--- src/rtl/lcd_pkg.sv ---
// Shared constants for the LCD RGB565 output stage: the 4x4 Bayer threshold
// matrix, RGB565 channel widths and the fixed pipeline depth.
// Pure package, no logic.
package lcd_pkg;

    localparam int R_W        = 5;
    localparam int G_W        = 6;
    localparam int B_W        = 5;
    localparam int PIPE_DEPTH = 2;

    // Row-major 4x4 ordered-dither matrix, index = {row, col}
    localparam logic [3:0] BAYER4 [16] = '{
        4'd0,  4'd8,  4'd2,  4'd10,
        4'd12, 4'd4,  4'd14, 4'd6,
        4'd3,  4'd11, 4'd1,  4'd9,
        4'd15, 4'd7,  4'd13, 4'd5
    };

    function automatic logic [3:0] bayer_thr(input logic [1:0] row, input logic [1:0] col);
        return BAYER4[{row, col}];
    endfunction

endpackage

--- src/rtl/lcd_dither_chan.sv ---
// One colour channel: adds the scaled Bayer threshold and truncates to (8-DROP_BITS) bits.
// Latency: 1 cycle (registered output), saturating to all-ones on carry-out.
// No backpressure; blanking (de=0) forces the output to zero.
module lcd_dither_chan #(
    parameter int DROP_BITS = 3
) (
    input  logic                   clk,
    input  logic                   resetn,
    input  logic [7:0]             val,
    input  logic [3:0]             thr,
    input  logic                   de,
    output logic [7-DROP_BITS:0]   result
);

    localparam int OUT_W = 8 - DROP_BITS;
    // Threshold spans 0..15; scale it to one output LSB (0..7 for 5-bit, 0..3 for 6-bit)
    localparam int SHIFT = 4 - DROP_BITS;

    logic [3:0] add;
    logic [8:0] sum;
    logic       unused_sum_lsb;

    assign add            = thr >> SHIFT;
    assign sum            = {1'b0, val} + {5'b0, add};
    assign unused_sum_lsb = ^sum[DROP_BITS-1:0];

    // Output register: zero on reset or blanking, saturate instead of wrapping
    always_ff @(posedge clk) begin
        if (!resetn) begin
            result <= '0;
        end else if (!de) begin
            result <= '0;
        end else if (sum[8]) begin
            result <= {OUT_W{1'b1}};
        end else begin
            result <= sum[7:DROP_BITS];
        end
    end

endmodule

--- src/rtl/lcd_rgb565_dither.sv ---
// RGB888 -> RGB565 output stage with 4x4 Bayer dither; hs/vs/de delayed to stay aligned.
// Latency: 2 pixelClk for every output; one pixel per cycle.
// No backpressure or stall. Optional LCD_DITHER_TEMPORAL_EN shifts the pattern each frame.
module lcd_rgb565_dither
    import lcd_pkg::*;
#(
    parameter bit VS_ACTIVE_LOW = 1'b1,
    parameter bit HS_ACTIVE_LOW = 1'b1,
    parameter int POS_W         = 10
) (
    input  logic             pixelClk,
    input  logic             resetn,
    input  logic             ditherEn,
    input  logic             hs,
    input  logic             vs,
    input  logic             de,
    input  logic [POS_W-1:0] pixelX,
    input  logic [POS_W-1:0] pixelY,
    input  logic [7:0]       r,
    input  logic [7:0]       g,
    input  logic [7:0]       b,
    output logic             lcdHs,
    output logic             lcdVs,
    output logic             lcdDe,
    output logic [R_W-1:0]   lcdR,
    output logic [G_W-1:0]   lcdG,
    output logic [B_W-1:0]   lcdB
);

    // Sync bundle order: {hs, vs, de}; idle = both syncs deasserted, de low
    localparam logic [2:0] SYNC_IDLE = {HS_ACTIVE_LOW, VS_ACTIVE_LOW, 1'b0};

    logic [2:0] sync_pipe [PIPE_DEPTH];
    logic [7:0] r_s1, g_s1, b_s1;
    logic [3:0] thr_s1;
    logic [3:0] thr_next;
    logic [1:0] row_idx, col_idx;
    logic [1:0] off;
    logic       de_s1;
    logic       unused_pos;

    // Only the low two position bits select the matrix cell
    assign unused_pos = ^{pixelX[POS_W-1:2], pixelY[POS_W-1:2]};

`ifdef LCD_DITHER_TEMPORAL_EN
    logic [1:0] frame_cnt;
    logic       vs_on;
    logic       vs_on_prev;

    assign vs_on      = VS_ACTIVE_LOW ? ~vs : vs;
    assign vs_on_prev = VS_ACTIVE_LOW ? ~sync_pipe[0][1] : sync_pipe[0][1];

    // Frame counter advances on each vs assertion edge, regardless of de
    always_ff @(posedge pixelClk) begin
        if (!resetn) begin
            frame_cnt <= 2'd0;
        end else if (vs_on && !vs_on_prev) begin
            frame_cnt <= frame_cnt + 2'd1;
        end
    end

    assign off = frame_cnt;
`else
    assign off = 2'd0;
`endif

    // Matrix cell lookup; 2-bit adds wrap mod 4 so the pattern shifts diagonally
    always_comb begin
        row_idx  = pixelY[1:0] + off;
        col_idx  = pixelX[1:0] + off;
        thr_next = ditherEn ? bayer_thr(row_idx, col_idx) : 4'd0;
    end

    // Stage 1 colour/threshold register
    always_ff @(posedge pixelClk) begin
        if (!resetn) begin
            r_s1   <= 8'd0;
            g_s1   <= 8'd0;
            b_s1   <= 8'd0;
            thr_s1 <= 4'd0;
        end else begin
            r_s1   <= r;
            g_s1   <= g;
            b_s1   <= b;
            thr_s1 <= thr_next;
        end
    end

    // Sync delay line matching the colour pipeline depth
    always_ff @(posedge pixelClk) begin
        if (!resetn) begin
            for (int i = 0; i < PIPE_DEPTH; i++) begin
                sync_pipe[i] <= SYNC_IDLE;
            end
        end else begin
            sync_pipe[0] <= {hs, vs, de};
            for (int i = 1; i < PIPE_DEPTH; i++) begin
                sync_pipe[i] <= sync_pipe[i-1];
            end
        end
    end

    assign de_s1 = sync_pipe[0][0];
    assign lcdHs = sync_pipe[PIPE_DEPTH-1][2];
    assign lcdVs = sync_pipe[PIPE_DEPTH-1][1];
    assign lcdDe = sync_pipe[PIPE_DEPTH-1][0];

    lcd_dither_chan #(.DROP_BITS(8 - R_W)) u_chan_r (
        .clk    (pixelClk),
        .resetn (resetn),
        .val    (r_s1),
        .thr    (thr_s1),
        .de     (de_s1),
        .result (lcdR)
    );

    lcd_dither_chan #(.DROP_BITS(8 - G_W)) u_chan_g (
        .clk    (pixelClk),
        .resetn (resetn),
        .val    (g_s1),
        .thr    (thr_s1),
        .de     (de_s1),
        .result (lcdG)
    );

    lcd_dither_chan #(.DROP_BITS(8 - B_W)) u_chan_b (
        .clk    (pixelClk),
        .resetn (resetn),
        .val    (b_s1),
        .thr    (thr_s1),
        .de     (de_s1),
        .result (lcdB)
    );

endmodule

--- config.mk ---
export PLATFORM = sky130hd
export DESIGN_NAME = lcd_rgb565_dither
export DESIGN_NICKNAME = d
export VERILOG_FILES = /design/src/rtl/lcd_pkg.sv /design/src/rtl/lcd_dither_chan.sv /design/src/rtl/lcd_rgb565_dither.sv
export SDC_FILE = /design/constraint.sdc
export NUM_CORES = 1
export LEC_CHECK = 0
export ABC_AREA = 0
export CORE_MARGIN = 8
export CORE_UTILIZATION = 45
export DETAILED_ROUTE_END_ITERATION = 16
export PLACE_DENSITY = 0.83
export SLEW_MARGIN = 25
export SYNTH_ARGS = -nofsm -noshare
export SYNTH_HDL_FRONTEND = slang
export SYNTH_SLANG_ARGS = --single-unit
export TNS_END_PERCENT = 20
--- constraint.sdc ---
create_clock -name pixelClk -period 3.1 [get_ports pixelClk]
set_clock_uncertainty 0.15 [all_clocks]
set_input_delay 0.31 -clock pixelClk [delete_from_list [all_inputs] [get_ports pixelClk]]
set_output_delay 0.31 -clock pixelClk [all_outputs]
set_load 0.01 [all_outputs]
==> results.toml, run 1 <==
[route]
detailroute.via_count = 1243
route.detailed.wl_per_inst_um = 11.63
detail_route.wirelength_mm = 3.048
dr.pass1.iters = 4
antenna_left = 0
routed_via_density = 4.744
drt_first_iter_violations = 67
drcViolationCount = 0

[cells_and_area]
num-nets-final = 268
areaGrowthSynthToFinish_pct = 39.76
fin_cells = 262
finish.instance_area_sq_um = 2349
drive_above_1_share_pct = 9.346
antennaDiodeCount = 0
final_util_pct = 64.63

[synthesis]
synth_warnings = 0
synth_cells = 157
ys_seq_area_share_pct = 58.38
synth_fp_nets = 212
yosysUniqueCellTypes = 31
mappedNetlistArea_sq_um = 1680
average_cell_area_after_synthesis_sq_um = 10.70
synth.ff_latch_count = 49

[power_and_ir_drop]
power.clock.fraction_pct = 32.6
power.net_switching_w = 0.0002439
combinationalPowerShare_pct = 8.7
power.switching_fraction_pct = 21.27
share_seq_of_total_power_pct = 58.7
power_report.internal_total_w = 0.0009029
worst_ir_drop_vdd_mv = 0.2823
p_leak_nw = 0.9124
pwr_density_cell_nw_per_um2 = 488.3

[placed_design]
place.detailed.instances = 254
numPortBuffers = 52
dpl-instance-area_sq_um = 2252
dp_slack_ns = 1.313
dp_hpwl_mm = 2.362
gp_congestion = 0.7700

[die]
initial_utilization_pct = 46.25
fp.dieH_um = 77.11
pin_count = 69
floorplan.die_area_sq_um = 5945
rows = 22
floorplan.die.width_um = 77.11
core_region_area_sq_um = 3633

[clock_network]
cts.sinks = 49
worst_setup_hold_path_clk_slew_ns = 0.08
holdBufCountCts = 0
cts_made_buffers = 5
clockBufferDepth = 2
cts-htree-levels = 2
cts.repair_timing.setup_buffer_count = 0
post_cts.resized_instances = 0
clock_insertion_delay_worst_skew_ns = 0.29
clock_tree_from_tritoncts = "built"
clockRootBuffer = "sky130_fd_sc_hd__clkbuf_8"

[setup_path]
critPathMaxFanout = 1
critical_path_arrival_ns = 1.17
worst-setup-path-type = "reg2out"
setup.worst_path.start_class = "flip-flop"
critPathMaxStageDelay_ns = 0.54
critical_path.slowest_cell = "sky130_fd_sc_hd__clkdlybuf4s50_1"
worst_path_top_cell_family_by_delay = "buffers and inverters"
critPathRequiredTime_ns = 2.64
critical_path.cell_chain = "clkdlybuf4s50_1"
crit_path_end_kind = "output port"
worstPathBufferInverterCount = 1

[timing]
max_slew.worst_pin.slew_ns = 0.5449
setup-violations-final = 0
rsz_0062_raised_after_global_routing = "no"
period_share_pct = 52.53
number_of_pins_exceeding_their_max_slew_limit_in_the_final_report = 0
layout_setup_ws_ns = 1.471
final.setup.tns_ns = 0
slew-limit-headroom_pct = 63.59
period_needed_ns = 1.629
fmax_mhz = 614.1
hold_viol_final = 0

[min_path]
timing.hold.worst.class = "reg2reg"

[grt]
globalRoute.totalOverflow = 0
grt_start_max_net_pins = 32
grt_pass1_vias = 1173
globalRouteTotalUtil_pct = 10.54
grt_pass1_wl_mm = 4.961
number_of_antenna_violations_at_the_first_check_in_global_routing = 0

[run]
cap_violations = 0

[run_status]
status = "complete, no violations"
[stage by stage]
step	power (W)	hold WS [ns]
after global placement	0.0007854	0.2399
after detailed placement	0.0007889	0.2477
after global routing	0.001201	0.2896
final	0.001147	0.2604
after floorplan	0.0007266	0.2330
after CTS	0.001163	0.2680
[cells by family (layout without fill, tap and decap cells)]
logic type | count (synthesis) | in the layout | synth area share [%]
AND/OR/NAND/NOR | 66 | 66 | 23.08
AO/OA/AOI/OAI | 26 | 26 | 10.72
flip-flops | 49 | 49 | 58.38
XOR/XNOR | 4 | 4 | 2.085
adder cells (fa/ha/maj) | 5 | 5 | 3.723
buffers and inverters | 6 | 63 | 1.415
multiplexers | 1 | 1 | 0.5957
[worst paths after layout]
check | from | endpoint | slack (ns) | depth (start not counted)
setup reg to reg | thr_s1[3]$_SDFF_PN0_ | u_chan_g.result[3]$_SDFF_PN0_ | 1.50 | 5
hold reg to reg | sync_pipe[0][2]$_SDFF_PN1_ | sync_pipe[0][5]$_SDFF_PN1_ | 0.26 | 1
hold / removal | sync_pipe[0][2]$_SDFF_PN1_ | sync_pipe[0][5]$_SDFF_PN1_ | 0.26 | 1
setup / recovery | sync_pipe[0][4]$_SDFF_PN1_ | lcdVs | 1.47 | 1
[flip-flops by register name, summed over array words and instances (netlist names)]
name,count
sync_pipe,6
thr_s1,3
u_chan_b.result,5
u_chan_g.result,6
g_s1,8
b_s1,8
r_s1,8
u_chan_r.result,5
[cell usage in the layout, fill, tap and decap left out, types with 2 or more instances in the layout]
cell type and instances:
sky130_fd_sc_hd__clkdlybuf4s50_1 52, sky130_fd_sc_hd__dfxtp_1 49, sky130_fd_sc_hd__and2_1 26, sky130_fd_sc_hd__nand2_1 9, sky130_fd_sc_hd__a21oi_1 8, sky130_fd_sc_hd__nor2_1 8, sky130_fd_sc_hd__a31oi_1 7, sky130_fd_sc_hd__clkbuf_8 6
sky130_fd_sc_hd__nand4_1 5, sky130_fd_sc_hd__ha_1 5, sky130_fd_sc_hd__nand2b_1 4, sky130_fd_sc_hd__and3_1 3, sky130_fd_sc_hd__xnor2_1 3, sky130_fd_sc_hd__nor3_1 3, sky130_fd_sc_hd__a21oi_2 2, sky130_fd_sc_hd__nand2_2 2
sky130_fd_sc_hd__a211oi_1 2, sky130_fd_sc_hd__inv_1 2, sky130_fd_sc_hd__a311oi_1 2, sky130_fd_sc_hd__a211oi_2 2
[power by group through the flow]
| stage | Combinational [W] | Clock (W) | Sequential, W |
|---|---|---|---|
| floorplan | 0.0000402 | 0 | 0.000686 |
| global placement | 0.0000991 | 0 | 0.000686 |
| detailed placement | 0.000101 | 0 | 0.000688 |
| CTS | 0.000101 | 0.000388 | 0.000673 |
| global route | 0.000110 | 0.000415 | 0.000676 |
| finish | 0.0000997 | 0.000374 | 0.000673 |
[Yosys cell counts (all sizes together)]
| cell | number | area [sq um] |
|---|---|---|
| nor3 | 4 | 25.02 |
| nand3 | 2 | 15.01 |
| and3b | 1 | 8.760 |
| a31oi | 7 | 43.79 |
| a21oi | 10 | 57.56 |
| and2 | 26 | 162.7 |
| nor2b | 1 | 13.76 |
| xnor2 | 3 | 26.28 |
| a311oi | 2 | 17.52 |
| clkbuf | 3 | 11.26 |
| o21ai | 1 | 5.000 |
| a211oi | 4 | 40.03 |
| nand2 | 11 | 46.29 |
| xor2 | 1 | 8.760 |
| dfxtp | 49 | 980.9 |
| nand4 | 5 | 31.28 |
| buf | 1 | 5.000 |
| a31o | 1 | 8.760 |
| and3 | 3 | 18.77 |
| nor2 | 8 | 30.03 |
| inv | 2 | 7.510 |
| o21a | 1 | 7.510 |
| and4 | 1 | 11.26 |
| mux2i | 1 | 10.01 |
| ha | 5 | 62.56 |
| nand2b | 4 | 25.02 |
[layout make-up]
type,instances,area (sq um)
fillers,292,1285
flip-flops and latches,49,980.9
multi-input cells,102,675.6
repair buffers,53,528.0
clock buffers,6,82.58
well taps,48,60.06
clock inverters,2,13.76
inverters,2,7.507
[layer usage]
metal / track usage [%] / up-vias / wire length [um] / share of wire (%)
li1: - / 653 / - / -
met1: 9.377 / 548 / 1209 / 40
met2: 17.84 / 35 / 1519 / 50
met3: 4.779 / 7 / 226 / 7.4
met4: 9.057 / 0 / 92 / 3.0
met5: 0 / - / 0 / 0
Power figures use the tool's default switching activity.
==> run 2, diff against run 1 <==
--- a/config.mk
+++ b/config.mk
@@ -7,9 +7,9 @@
 export LEC_CHECK = 0
 export ABC_AREA = 0
 export CORE_MARGIN = 8
-export CORE_UTILIZATION = 45
+export CORE_UTILIZATION = 42
 export DETAILED_ROUTE_END_ITERATION = 16
-export PLACE_DENSITY = 0.83
+export PLACE_DENSITY = 0.79
 export SLEW_MARGIN = 25
 export SYNTH_ARGS = -nofsm -noshare
 export SYNTH_HDL_FRONTEND = slang
==> constraint.sdc (replaced) <==
create_clock -name pixelClk -period 1.6 [get_ports pixelClk]
set_clock_uncertainty 0.15 [all_clocks]
set_input_delay 0.16 -clock pixelClk [delete_from_list [all_inputs] [get_ports pixelClk]]
set_output_delay 0.16 -clock pixelClk [all_outputs]
set_load 0.01 [all_outputs]
==> run 2 against run 1 <==
  * Wire length fell by 1.4%
  * Sequential power is 93% higher
  * Setup slack worse by 1.4 ns
  * Clock power is 78% higher
  * Design area up 1.2%
  * Worst hold slack gained 0.0070 ns
  * Critical path depth grew 4
  * First-iteration DRC count grew 16%
  * Flip-flop and latch count unchanged
  * Total power is 89% higher
  * Via count up 1.4%
==> results.toml, run 2 (synthesis gave the netlist of run 1 again) <==
[die]
floorplan.die.width_um = 79.25
initial_utilization_pct = 42.93
core_region_area_sq_um = 3914
rows = 23
floorplan.die_area_sq_um = 6281
pin_count = 69
fp.dieH_um = 79.25

[power_and_ir_drop]
power.clock.fraction_pct = 30.7
share_seq_of_total_power_pct = 60.2
worst_ir_drop_vdd_mv = 0.5869
report.power.total_w = 0.002168
power_report.internal_total_w = 0.001706
pwr_density_cell_nw_per_um2 = 911.8
p_leak_nw = 0.9171
combinationalPowerShare_pct = 9.2
power.switching_fraction_pct = 21.29
power.net_switching_w = 0.0004616

[placed_design]
dpl-instance-area_sq_um = 2270
place.detailed.instances = 258
dp_hpwl_mm = 2.313
gp_congestion = 0.7670
numPortBuffers = 52
dp_slack_ns = 0.04096

[timing]
number_of_pins_exceeding_their_max_slew_limit_in_the_final_report = 0
period_needed_ns = 1.556
fmax_mhz = 642.7
final.setup.tns_ns = 0
max_slew.worst_pin.slew_ns = 0.4747
layout_setup_ws_ns = 0.04415
hold_viol_final = 0
rsz_0062_raised_after_global_routing = "yes"
setup-violations-final = 0
slew-limit-headroom_pct = 68.27
period_share_pct = 97.24

[clock_network]
worst_setup_hold_path_clk_slew_ns = 0.08
clock_insertion_delay_worst_skew_ns = 0.29
clockRootBuffer = "sky130_fd_sc_hd__clkbuf_8"
cts.sinks = 49
clock_tree_from_tritoncts = "built"
cts-htree-levels = 2
holdBufCountCts = 0
clockBufferDepth = 2
cts_made_buffers = 5

[route]
antenna_left = 0
detail_route.wirelength_mm = 3.004
route.detailed.wl_per_inst_um = 11.29
routed_via_density = 4.741
drcViolationCount = 0
dr.pass1.iters = 4
drt_first_iter_violations = 78
detailroute.via_count = 1261

[setup_path]
critPathRequiredTime_ns = 1.67
worst-setup-path-type = "reg2reg"
critical_path_cell_count = 5
critical_path.slowest_cell = "sky130_fd_sc_hd__dfxtp_2"
critical_path_arrival_ns = 1.62
setup.worst_path.start_class = "flip-flop"
r2r-end = "u_chan_r.result[3]$_SDFF_PN0_"
worstPathBufferInverterCount = 0
ff2ff_setup_slack_ns = 0.04
worst_reg2reg_path_depth = 5
critPathMaxFanout = 6
worst_path_top_cell_family_by_delay = "compound AO/OA/AOI/OAI gates"
worstReg2RegStart = "thr_s1[3]$_SDFF_PN0_"
crit_path_end_kind = "flip-flop"
critPathMaxStageDelay_ns = 0.34
critical_path.cell_chain = "ha_1 > a21oi_2 > nand2_2 > and4_4 > a211oi_2"

[min_path]
holdPathStages = 1
timing.hold.worst.class = "reg2reg"
hold-path-endpoint = "sync_pipe[0][5]$_SDFF_PN1_"
hp-start = "sync_pipe[0][2]$_SDFF_PN1_"

[run]
cap_violations = 0

[cells_and_area]
num-nets-final = 270
final_common_cell = "sky130_fd_sc_hd__clkdlybuf4s50_1"
multi_input_area_sq_um = 698.2
layout.area.seq_sq_um = 983.4
drive_above_1_share_pct = 12.04
layout_top_registers = "b_s1 (8), g_s1 (8), r_s1 (8)"
fin_cells = 266
most-common-layout-cells = "52 x sky130_fd_sc_hd__clkdlybuf4s50_1, 47 x sky130_fd_sc_hd__dfxtp_1, 26 x sky130_fd_sc_hd__and2_1, 9 x sky130_fd_sc_hd__nand2_1, 8 x sky130_fd_sc_hd__nor2_1"
areaGrowthSynthToFinish_pct = 41.47
antennaDiodeCount = 0
layout.filler_cells = 343
finish.instance_area_sq_um = 2377

[run_status]
status = "complete, no violations"

[grt]
globalRoute.totalOverflow = 0
grt_pass1_wl_mm = 5.099
grt_start_max_net_pins = 32
grt_pass1_vias = 1226
globalRouteTotalUtil_pct = 10.43
number_of_antenna_violations_at_the_first_check_in_global_routing = 0
-- run 2: area by class of cell --
| type | count | area share, % |
|---|---|---|
| timing repair buffer | 55 | 22.84 |
| multi-input combinational | 102 | 29.37 |
| clock inverter | 2 | 0.4211 |
| tap | 50 | 2.632 |
| inverter | 2 | 0.3158 |
| sequential | 49 | 41.37 |
| clock buffer | 6 | 3.053 |
-- run 2: worst reg2reg max path, cell delays in order (launching register included) --
cell,delay (ns)
sky130_fd_sc_hd__dfxtp_2,0.34
sky130_fd_sc_hd__ha_1,0.29
sky130_fd_sc_hd__a21oi_2,0.18
sky130_fd_sc_hd__nand2_2,0.12
sky130_fd_sc_hd__and4_4,0.21
sky130_fd_sc_hd__a211oi_2,0.19
-- run 2: stage by stage --
stage	hold slack, ns	utilization (%)
2_1_floorplan	0.08304	-
3_3_place_gp	0.2391	57.99
3_5_place_dp	0.2515	57.99
4_1_cts	0.2689	60.10
5_1_grt	0.2715	60.74
6_report	0.2674	60.74
-- run 2: routing by layer --
layer / vias to the layer above / wire, um / global-route usage (%)
met3: 5 / 294 / 5.192
met5: - / 0 / 0
met1: 545 / 1156 / 10.52
met2: 54 / 1496 / 17.67
met4: 0 / 56 / 4.815
li1: 657 / - / -
-- run 2: how the worst max path moves through the flow --
stage,start,endpoint,slack (ns)
after CTS,thr_s1[3]$_SDFF_PN0_,u_chan_r.result[2]$_SDFF_PN0_,0.02
final,thr_s1[3]$_SDFF_PN0_,u_chan_r.result[3]$_SDFF_PN0_,0.04
after global placement,thr_s1[3]$_SDFF_PN0_,u_chan_r.result[3]$_SDFF_PN0_,0.06
after floorplan,thr_s1[3]$_SDFF_PN0_,u_chan_r.result[4]$_SDFF_PN0_,0.14
after detailed placement,thr_s1[3]$_SDFF_PN0_,u_chan_r.result[2]$_SDFF_PN0_,0.04
after global routing,thr_s1[3]$_SDFF_PN0_,u_chan_r.result[2]$_SDFF_PN0_,-0.04
-- run 2: power groups by stage --
stage	logic [W]	registers, W	clock network [W]
floorplan	0.0000779	0.00133	0
global placement	0.000195	0.00133	0
detailed placement	0.000198	0.00133	0
CTS	0.000200	0.00130	0.000691
global route	0.000224	0.00131	0.000759
finish	0.000198	0.00130	0.000664
-- run 2: timing repair --
| item | CTS | global route |
|---|---|---|
| endpoints found under the setup margin | 0 | 11 |
| endpoints found under the hold margin | 0 | 0 |
| setup buffers | 0 | 0 |
| resized for setup | 0 | 6 |
